[config.mk]
export PLATFORM = sky130hd
export DESIGN_NAME = fetch_unit
export DESIGN_NICKNAME = d
export VERILOG_FILES = /design/src/rtl/fetch_unit.sv
export SDC_FILE = /design/constraint.sdc
export NUM_CORES = 1
export LEC_CHECK = 0
export CORE_UTILIZATION = 47
export DETAILED_ROUTE_END_ITERATION = 10
export GPL_TIMING_DRIVEN = 0
export PLACE_DENSITY_LB_ADDON = 0.3
export SYNTH_ARGS = -nofsm -noshare
export SYNTH_HDL_FRONTEND = slang
export SYNTH_SLANG_ARGS = --single-unit
[constraint.sdc]
create_clock -name clk -period 3.45 [get_ports clk]
set_input_delay 0.69 -clock clk [delete_from_list [all_inputs] [get_ports clk]]
set_output_delay 0.69 -clock clk [all_outputs]
set_load 0.02 [all_outputs]
[src/rtl/fetch_unit.sv]
// fetch_unit: program counter, imem request, 2-entry skid FIFO
// and redirect / HALT control for the 16-bit pipelined CPU.
module fetch_unit #(
  parameter int unsigned     PC_W     = 16,
  parameter logic [PC_W-1:0] RESET_PC = '0,
  parameter logic [3:0]      HALT_OP  = 4'b1111
) (
  input  logic            clk,
  input  logic            rst,
  output logic            imem_req,
  output logic [PC_W-1:0] imem_addr,
  input  logic [15:0]     imem_rdata,
  input  logic            redirect,
  input  logic [PC_W-1:0] redirect_pc,
  input  logic            out_ready,
  output logic            out_valid,
  output logic [15:0]     instruction_out,
  output logic [PC_W-1:0] pc_out,
  output logic            halted
);

  typedef enum logic {
    S_RUN,
    S_HALTED
  } state_t;

  localparam logic [PC_W-1:0] PC_ONE = PC_W'(1);

  state_t          r_state;
  logic [PC_W-1:0] r_fetch_pc;
  logic [PC_W-1:0] r_req_pc;
  logic            r_inflight;
  logic            r_live;
  logic [15:0]     r_instr [2];
  logic [PC_W-1:0] r_pc    [2];
  logic            r_head;
  logic [1:0]      r_count;

  logic            w_pop;
  logic            w_push;
  logic            w_is_halt;
  logic            w_halt_push;
  logic [2:0]      w_credit;
  logic            w_tail;

  assign out_valid   = (r_count != 2'd0);
  assign w_pop       = out_valid & out_ready;
  assign w_push      = r_inflight & r_live & ~redirect;
  assign w_is_halt   = (imem_rdata[15:12] == HALT_OP);
  assign w_halt_push = w_push & w_is_halt;
  // Slots committed next cycle: held entries after pop plus the
  // response already on its way back.
  assign w_credit    = {1'b0, r_count} - {2'b0, w_pop}
                     + {2'b0, r_inflight};
  assign imem_req    = rst & (r_state == S_RUN) & ~redirect
                     & (w_credit < 3'd2);
  assign imem_addr   = r_fetch_pc;
  assign w_tail      = r_head ^ r_count[0];

  assign instruction_out = out_valid ? r_instr[r_head] : 16'h0000;
  assign pc_out          = out_valid ? r_pc[r_head] : '0;
  assign halted          = (r_state == S_HALTED) & ~out_valid
                         & ~r_inflight;

  // Run/halt state, PC and in-flight epoch tracking
  always_ff @(posedge clk) begin
    if (!rst) begin
      r_state    <= S_RUN;
      r_fetch_pc <= RESET_PC;
      r_req_pc   <= RESET_PC;
      r_inflight <= 1'b0;
      r_live     <= 1'b0;
    end else if (redirect) begin
      r_state    <= S_RUN;
      r_fetch_pc <= redirect_pc;
      r_inflight <= 1'b0;
      r_live     <= 1'b0;
    end else begin
      r_inflight <= imem_req;
      // A request issued alongside a HALT push is stale on arrival.
      r_live     <= imem_req & ~w_halt_push;
      if (imem_req) begin
        r_fetch_pc <= r_fetch_pc + PC_ONE;
        r_req_pc   <= r_fetch_pc;
      end
      if (w_halt_push) begin
        r_state <= S_HALTED;
      end
    end
  end

  // Skid FIFO: flush on redirect, write at tail, advance head on pop
  always_ff @(posedge clk) begin
    if (!rst) begin
      r_head     <= 1'b0;
      r_count    <= 2'd0;
      r_instr[0] <= 16'h0000;
      r_instr[1] <= 16'h0000;
      r_pc[0]    <= '0;
      r_pc[1]    <= '0;
    end else if (redirect) begin
      r_head  <= 1'b0;
      r_count <= 2'd0;
    end else begin
      if (w_push) begin
        r_instr[w_tail] <= imem_rdata;
        r_pc[w_tail]    <= r_req_pc;
      end
      if (w_pop) begin
        r_head <= ~r_head;
      end
      r_count <= r_count + {1'b0, w_push} - {1'b0, w_pop};
    end
  end

endmodule

==> impl_results.md, run 1 <==
* Yosys cell types at 39
* Vias at 3531
* Synth Area in Adders at approximately 1.5%
* Worst slew pin tran at between 0.7 and 0.8 ns
* Synth Cell Area at 4650 µm²
* Vias in the first global route at 3597
* FF+latch count, synth at 103
* Post-route setup slack at 0.137 ns
* WP data required at 2.76 ns
* Crit path capture type: primary output
* Slew Limit Fails at 0
* Initial Util at 49.4%
* Kind of critical path: reg -> out
* Placed cells at 659
* Hold Worst Slack at 0.470 ns
* Async set-reset flop share out of synthesis at 0%
* Syn_nets at slightly below 500
* Fin crit share at about 96%
* CTS tree: yes
* Fillers at 755
* CTS Buffer Depth at 2
* Final WL at 10400 µm
* Ys flop type: edfxtp_1
* Crit-path max FO at 4
* Most frequent cells in the layout: clkdlybuf4s50_1 (84), and2_1 (66), edfxtp_1 (64)
* Layout Cells excl Fill at 681
* Xor and xnor area share after synthesis at 1.13%
* Final ANT Viol Nets at 0
* RSZ-0062 raised after global routing: false
* Share of cells above drive strength 1 at 7.97%
* Leakage at 2.13 nW
* Number of hold violations in the final report at 0
* GRT Util Overall at 21.9%
* Worst-case headroom to the max-slew limit at a little under half
* CTS Hold Bufs at 0
* Status: finished, final reports clean
* EDFF count, synth at 64
* Largest cells by area after synthesis: edfxtp_1 (41%), dfxtp_1 (17%), and2_1 (9.0%)
* PwrDens at 393 nW/µm²
* Grt total ovfl at 0
* Initial DRC count at 176
* Max Fclk at 302 MHz
* Final Skew at 0.0144 ns
* Largest family of logic cells by synthesized area: simple AND/OR/NAND/NOR gates
* Ys Warns at 0
* Clock latency on the worst-skew pair at 0.37 ns
* Minimum clock period at 3.31 ns
* First-pass DRT Iterations at 5
* Worst-path clk slew at 0.10 ns
* Port-buffer cells at 86
* Cts bufs inserted at 9
* Clock sink total at 103
* Post-Synthesis Cells at roughly 440
* Area growth syn-to-layout at 30.0%
* Compound-Gate Fraction of Synth Area at 7.10%
* Die Span Y at 101 µm
* Row Count at 35
* Vias per cell at 5.19
* GPL Wtd Cong at 0.905
* CTS root buf: clkbuf_8
* Full die area at 10300 µm²
* Antenna diodes at 0
* Setup violators final at 0
* DRC at 0
* Arr. time, crit path at 2.62 ns
* Avg Synthesized Cell Area at ~11 µm²
* Initial antenna violation count at 0
* Worst setup SP type: flop
* Commonest non-fill, non-tap cell in the layout: clkdlybuf4s50_1
* Yosys top cell by area: edfxtp_1
* Global-route wire length before repair at between 15000 and 20000 µm
* Post-synth top area share at 41.3%
* Simple-gate share of the synthesized area at ~22%
* Placeable Area at 9420 µm²
* Place WS at -1.29 ns
* # nets final at 588
* H-tree lvl count at 3
* Worst Hold Class: reg -> reg
* Largest net degree at the start of global routing at 23
* Total chip power at between 2 and 2.5 mW
* Die Wd at 101 µm
* Post-DR wirelength/cell at 15.3 µm
* Top Ports at 87
* Maximum VDD drop at ~0.19 mV
* HPWL Detailed at 7350 µm
* Max-cap violation count at 0
* Share of cell area taken by muxes after synthesis at 7.21%
* Seq/Total Area, Yosys at 58.1%
[cell type report]
cell class	count	area (µm²)	area share, %
flip-flops and latches	103	2710	44.8
multi-input cells	301	1850	30.6
repair buffers	97	985	16.3
well taps	129	161	2.67
clock buffers	10	128	2.11
plain buffers	24	91.3	1.51
clock inverters	6	76.3	1.26
inverters	11	46.3	0.766
[Yosys cell counts, drive strengths merged (3+ instances only)]
cell / count
and3: 4
a31oi: 6
dfxtp: 39
and2: 67
inv: 10
nand3: 9
a21oi: 30
o21ai: 12
nand4: 6
nor2: 57
nor3: 6
nand2: 39
a32oi: 5
xnor2: 3
xor2: 3
nand2b: 4
mux2i: 32
clkbuf: 20
edfxtp: 64
ha: 4
buf: 7
[final timing paths]
check                                              start                          to  slack [ns]  cells after the start
worst max register to register     r_count[1]$_SDFF_PP0_  imem_addr[13]$_SDFFE_PN0P_        0.42                     13
worst min register to register  r_req_pc[7]$_SDFFE_PN0P_    r_req_pc[7]$_SDFFE_PN0P_        0.47                      2
worst min-delay path            r_req_pc[7]$_SDFFE_PN0P_    r_req_pc[7]$_SDFFE_PN0P_        0.47                      2
worst max-delay path               r_count[1]$_SDFF_PP0_                    imem_req        0.14                     10
[timing repair]
action,CTS,global route
gates resized for setup,24,1
cloned,0,0
buffers inserted,7,2
pin swaps,3,5
endpoints found under the setup margin,33,1
[registers in the layout, indices dropped and copies added (netlist names), named ones only]
name        flops
r_state         1
r_instr        32
r_live          1
r_head          1
imem_addr      16
r_count         2
r_req_pc       16
r_inflight      1
r_pc           32
[worst max-delay path: stages (launching register included)]
cell	delay (ns)
dfxtp_4	0.37
nor2_4	0.11
inv_2	0.05
and2_4	0.14
ha_4	0.20
nand2b_4	0.13
fa_2	0.33
xor2_1	0.16
or4b_4	0.56
clkinv_4	0.09
buf_6	0.11
[power by group]
group | leakage, nW | internal, mW | switching (mW) | total [mW]
Sequential | 0.984 | 1.35 | 0.0325 | 1.38
Combinational | 1.04 | 0.104 | 0.114 | 0.217
Clock | 0.103 | 0.349 | 0.432 | 0.781
[logic make-up (layout without fill, tap and decap cells)]
| group | count (synthesis) | in the layout |
|---|---|---|
| buffers and inverters | 38 | 148 |
| multiplexers | 33 | 33 |
| AO/OA/AOI/OAI | 57 | 57 |
| XOR/XNOR | 6 | 6 |
| flip-flops | 103 | 103 |
| AND/OR/NAND/NOR | 200 | 200 |
| adder cells (fa/ha/maj) | 5 | 5 |
[routing by layer]
metal,vias to the layer above,wire length (µm),track usage [%]
met3,10,544,4.35
li1,1732,-,-
met2,131,5070,37.9
met1,1658,4670,27.7
met4,0,116,6.69
met5,-,0,0
[metrics by stage]
stage                     TNS [ns]  utilization, %  instance area, µm²
after global placement     -141.11            60.3                5670
after detailed placement     -9.80            61.1                5750
after floorplan             -15.25               -                4650
after CTS                   -0.148            64.4                6070
final                            0            64.2                6050
after global routing             0            64.2                6050
No activity file was read; power rests on OpenSTA's default activity.
==> inputs of run 2 (changes only) <==
- CELL_PAD_IN_SITES_DETAIL_PLACEMENT: not set -> 0
- CELL_PAD_IN_SITES_GLOBAL_PLACEMENT: not set -> 2
- CORE_UTILIZATION: 47 -> 30
- SLEW_MARGIN: not set -> 0
==> impl_results.md, run 2 (synthesis results as in run 1) <==
* Status: finished, final reports clean (unchanged)
* Final Skew at 0.00752 ns (was 0.0144 ns)
* Initial antenna violation count at 0 (unchanged)
* Post-route setup slack at 0.139 ns (was 0.137 ns)
* Worst-case headroom to the max-slew limit at 47.5% (was 47.9%)
* Max Fclk at 302 MHz (about the same)
* Layout Cells excl Fill at 746 (was 681)
* Global-route wire length before repair at 18100 µm (was 17200 µm)
* Multi-input gate area at 1850 µm² (unchanged)
* Cts bufs inserted at 9 (unchanged)
* Placed cells at 718 (was 659)
* Port-buffer cells at 86 (unchanged)
* Clock latency on the worst-skew pair at 0.34 ns (was 0.37 ns)
* Grt total ovfl at 0 (unchanged)
* DRC at 0 (unchanged)
* Register area at 2710 µm² (unchanged)
* Row Count at 45 (was 35)
* CTS tree: yes (unchanged)
* Area growth syn-to-layout at 34.7% (was 30.0%)
* Final TNS setup at 0 ns (unchanged)
* Number of hold violations in the final report at 0 (unchanged)
* Die Wd at 127 µm (was 101 µm)
* Worst-path clk slew at 0.07 ns (was 0.10 ns)
* Vias at 3462 (was 3531)
* Fillers at 1449 (was 755)
* CTS Buffer Depth at 2 (unchanged)
* Most frequent cells in the layout: clkdlybuf4s50_1 (84), and2_1 (66), edfxtp_1 (64) (unchanged)
* Commonest non-fill, non-tap cell in the layout: clkdlybuf4s50_1 (unchanged)
* # nets final at 594 (was 588)
* Largest regs: r_instr x32, r_pc x32 (unchanged)
* Setup violators final at 0 (unchanged)
* Worst setup SP type: flop (unchanged)
* Worst Hold Class: reg -> reg (unchanged)
* Vias per cell at 4.64 (was 5.19)
* RSZ-0062 raised after global routing: false (unchanged)
* Antenna diodes at 0 (unchanged)
* Full die area at 16000 µm² (was 10300 µm²)
* Minimum clock period at 3.31 ns (about the same)
* Worst slew pin tran at 0.781 ns (was 0.775 ns)
* Initial DRC count at 223 (was 176)
* Post-DR wirelength/cell at 14.8 µm (was 15.3 µm)
* GRT Util Overall at 14.8% (was 21.9%)
* Share of cells above drive strength 1 at 8.60% (was 7.97%)
* Slew Limit Fails at 0 (unchanged)
* Placeable Area at 15100 µm² (was 9420 µm²)
* Hold Worst Slack at 0.464 ns (was 0.470 ns)
* Crit path capture type: primary output (unchanged)
* Post-route cell area at 6270 µm² (was 6050 µm²)
* Kind of critical path: reg -> out (unchanged)
* PwrDens at 425 nW/µm² (was 393 nW/µm²)
* Initial Util at 30.7% (was 49.4%)
* Post-Route Utilization at 41.4% (was 64.2%)
* Clock sink total at 103 (unchanged)
* CTS root buf: clkbuf_16 (was clkbuf_8)
* WP data required at 2.76 ns (about the same)
* Die Span Y at 127 µm (was 101 µm)
* Fin crit share at 96.0% (about the same)
* Min-Delay Startpoint: r_req_pc[13]$_SDFFE_PN0P_ (was r_req_pc[7]$_SDFFE_PN0P_)
* Final ANT Viol Nets at 0 (unchanged)
* Total chip power at 2.66 mW (was 2.38 mW)
* Leakage at 2.21 nW (was 2.13 nW)
* Largest net degree at the start of global routing at 20 (was 23)
* H-tree lvl count at 3 (unchanged)
* Post-DP Area at 5820 µm² (was 5750 µm²)
* Arr. time, crit path at 2.62 ns (about the same)
* Place WS at -1.35 ns (was -1.29 ns)
* First-pass DRT Iterations at 4 (was 5)
* Top Ports at 87 (unchanged)
* GPL Wtd Cong at 0.779 (was 0.905)
* HPWL Detailed at 7810 µm (was 7350 µm)
* Reg2reg start: r_count[1]$_SDFF_PP0_ (unchanged)
* Maximum VDD drop at 0.216 mV (was 0.186 mV)
* Crit-path max FO at 4 (unchanged)
* Final WL at 11100 µm (was 10400 µm)
* Vias in the first global route at 3451 (was 3597)
* Critical path origin: r_count[1]$_SDFF_PP0_ (unchanged)
* Max-cap violation count at 0 (unchanged)
## run 2: cell types whose count changed in the layout (fill, tap and decap cells not counted), moves of 2 or more
cell / before / now
buf_4: 9 / 15
clkbuf_8: 9 / 0
clkbuf_16: 0 / 9
inv_6: 2 / 0
clkbuf_1: 21 / 23
## run 2: what timing repair did
item	in CTS	in global routing
buffers inserted	7	8
hold buffers	0	0
setup endpoints to repair	33	1
pin swaps	5	4
gates resized for setup	27	1
## run 2: routing by layer
layer  part of all wire [%]  global-route usage [%]  up-vias  routed length [µm]
met5                      0                       0        -                   0
met4                    1.5                    5.81        0                 166
met3                    4.0                    2.49       13                 446
met2                     44                    23.1       99                4850
met1                     51                    20.4     1603                5610
li1                       -                       -     1747                   -
## run 2: critical path, cell delays in order, from the launching register on
cell and delay [ns]:
dfxtp_4 0.35, nor2_4 0.11, inv_2 0.04, and2_4 0.14, ha_4 0.22, nand2b_4 0.13
fa_2 0.33, xor2_1 0.17, or4b_4 0.57, clkinv_4 0.09, buf_6 0.11
## run 2: final timing paths
path                            cells past startpoint                          to  slack [ns]
worst max-delay path                               10                    imem_req        0.14
worst min-delay path                                2   r_req_pc[13]$_SDFFE_PN0P_        0.46
worst max register to register                     15  imem_addr[13]$_SDFFE_PN0P_        0.23
worst min register to register                      2   r_req_pc[13]$_SDFFE_PN0P_        0.46
## run 2: where the power goes
group	internal, mW	switching, mW	total (mW)	leakage (nW)
Combinational	0.105	0.117	0.222	1.07
Clock	0.636	0.423	1.06	0.148
Sequential	1.35	0.0315	1.38	0.984
## run 2: layout make-up
cell class | instances | area share, %
multi-input cells | 301 | 29.5
plain buffers | 24 | 1.46
clock buffers | 12 | 3.77
flip-flops and latches | 103 | 43.3
well taps | 188 | 3.75
clock inverters | 4 | 1.16
inverters | 11 | 0.739
repair buffers | 103 | 16.4
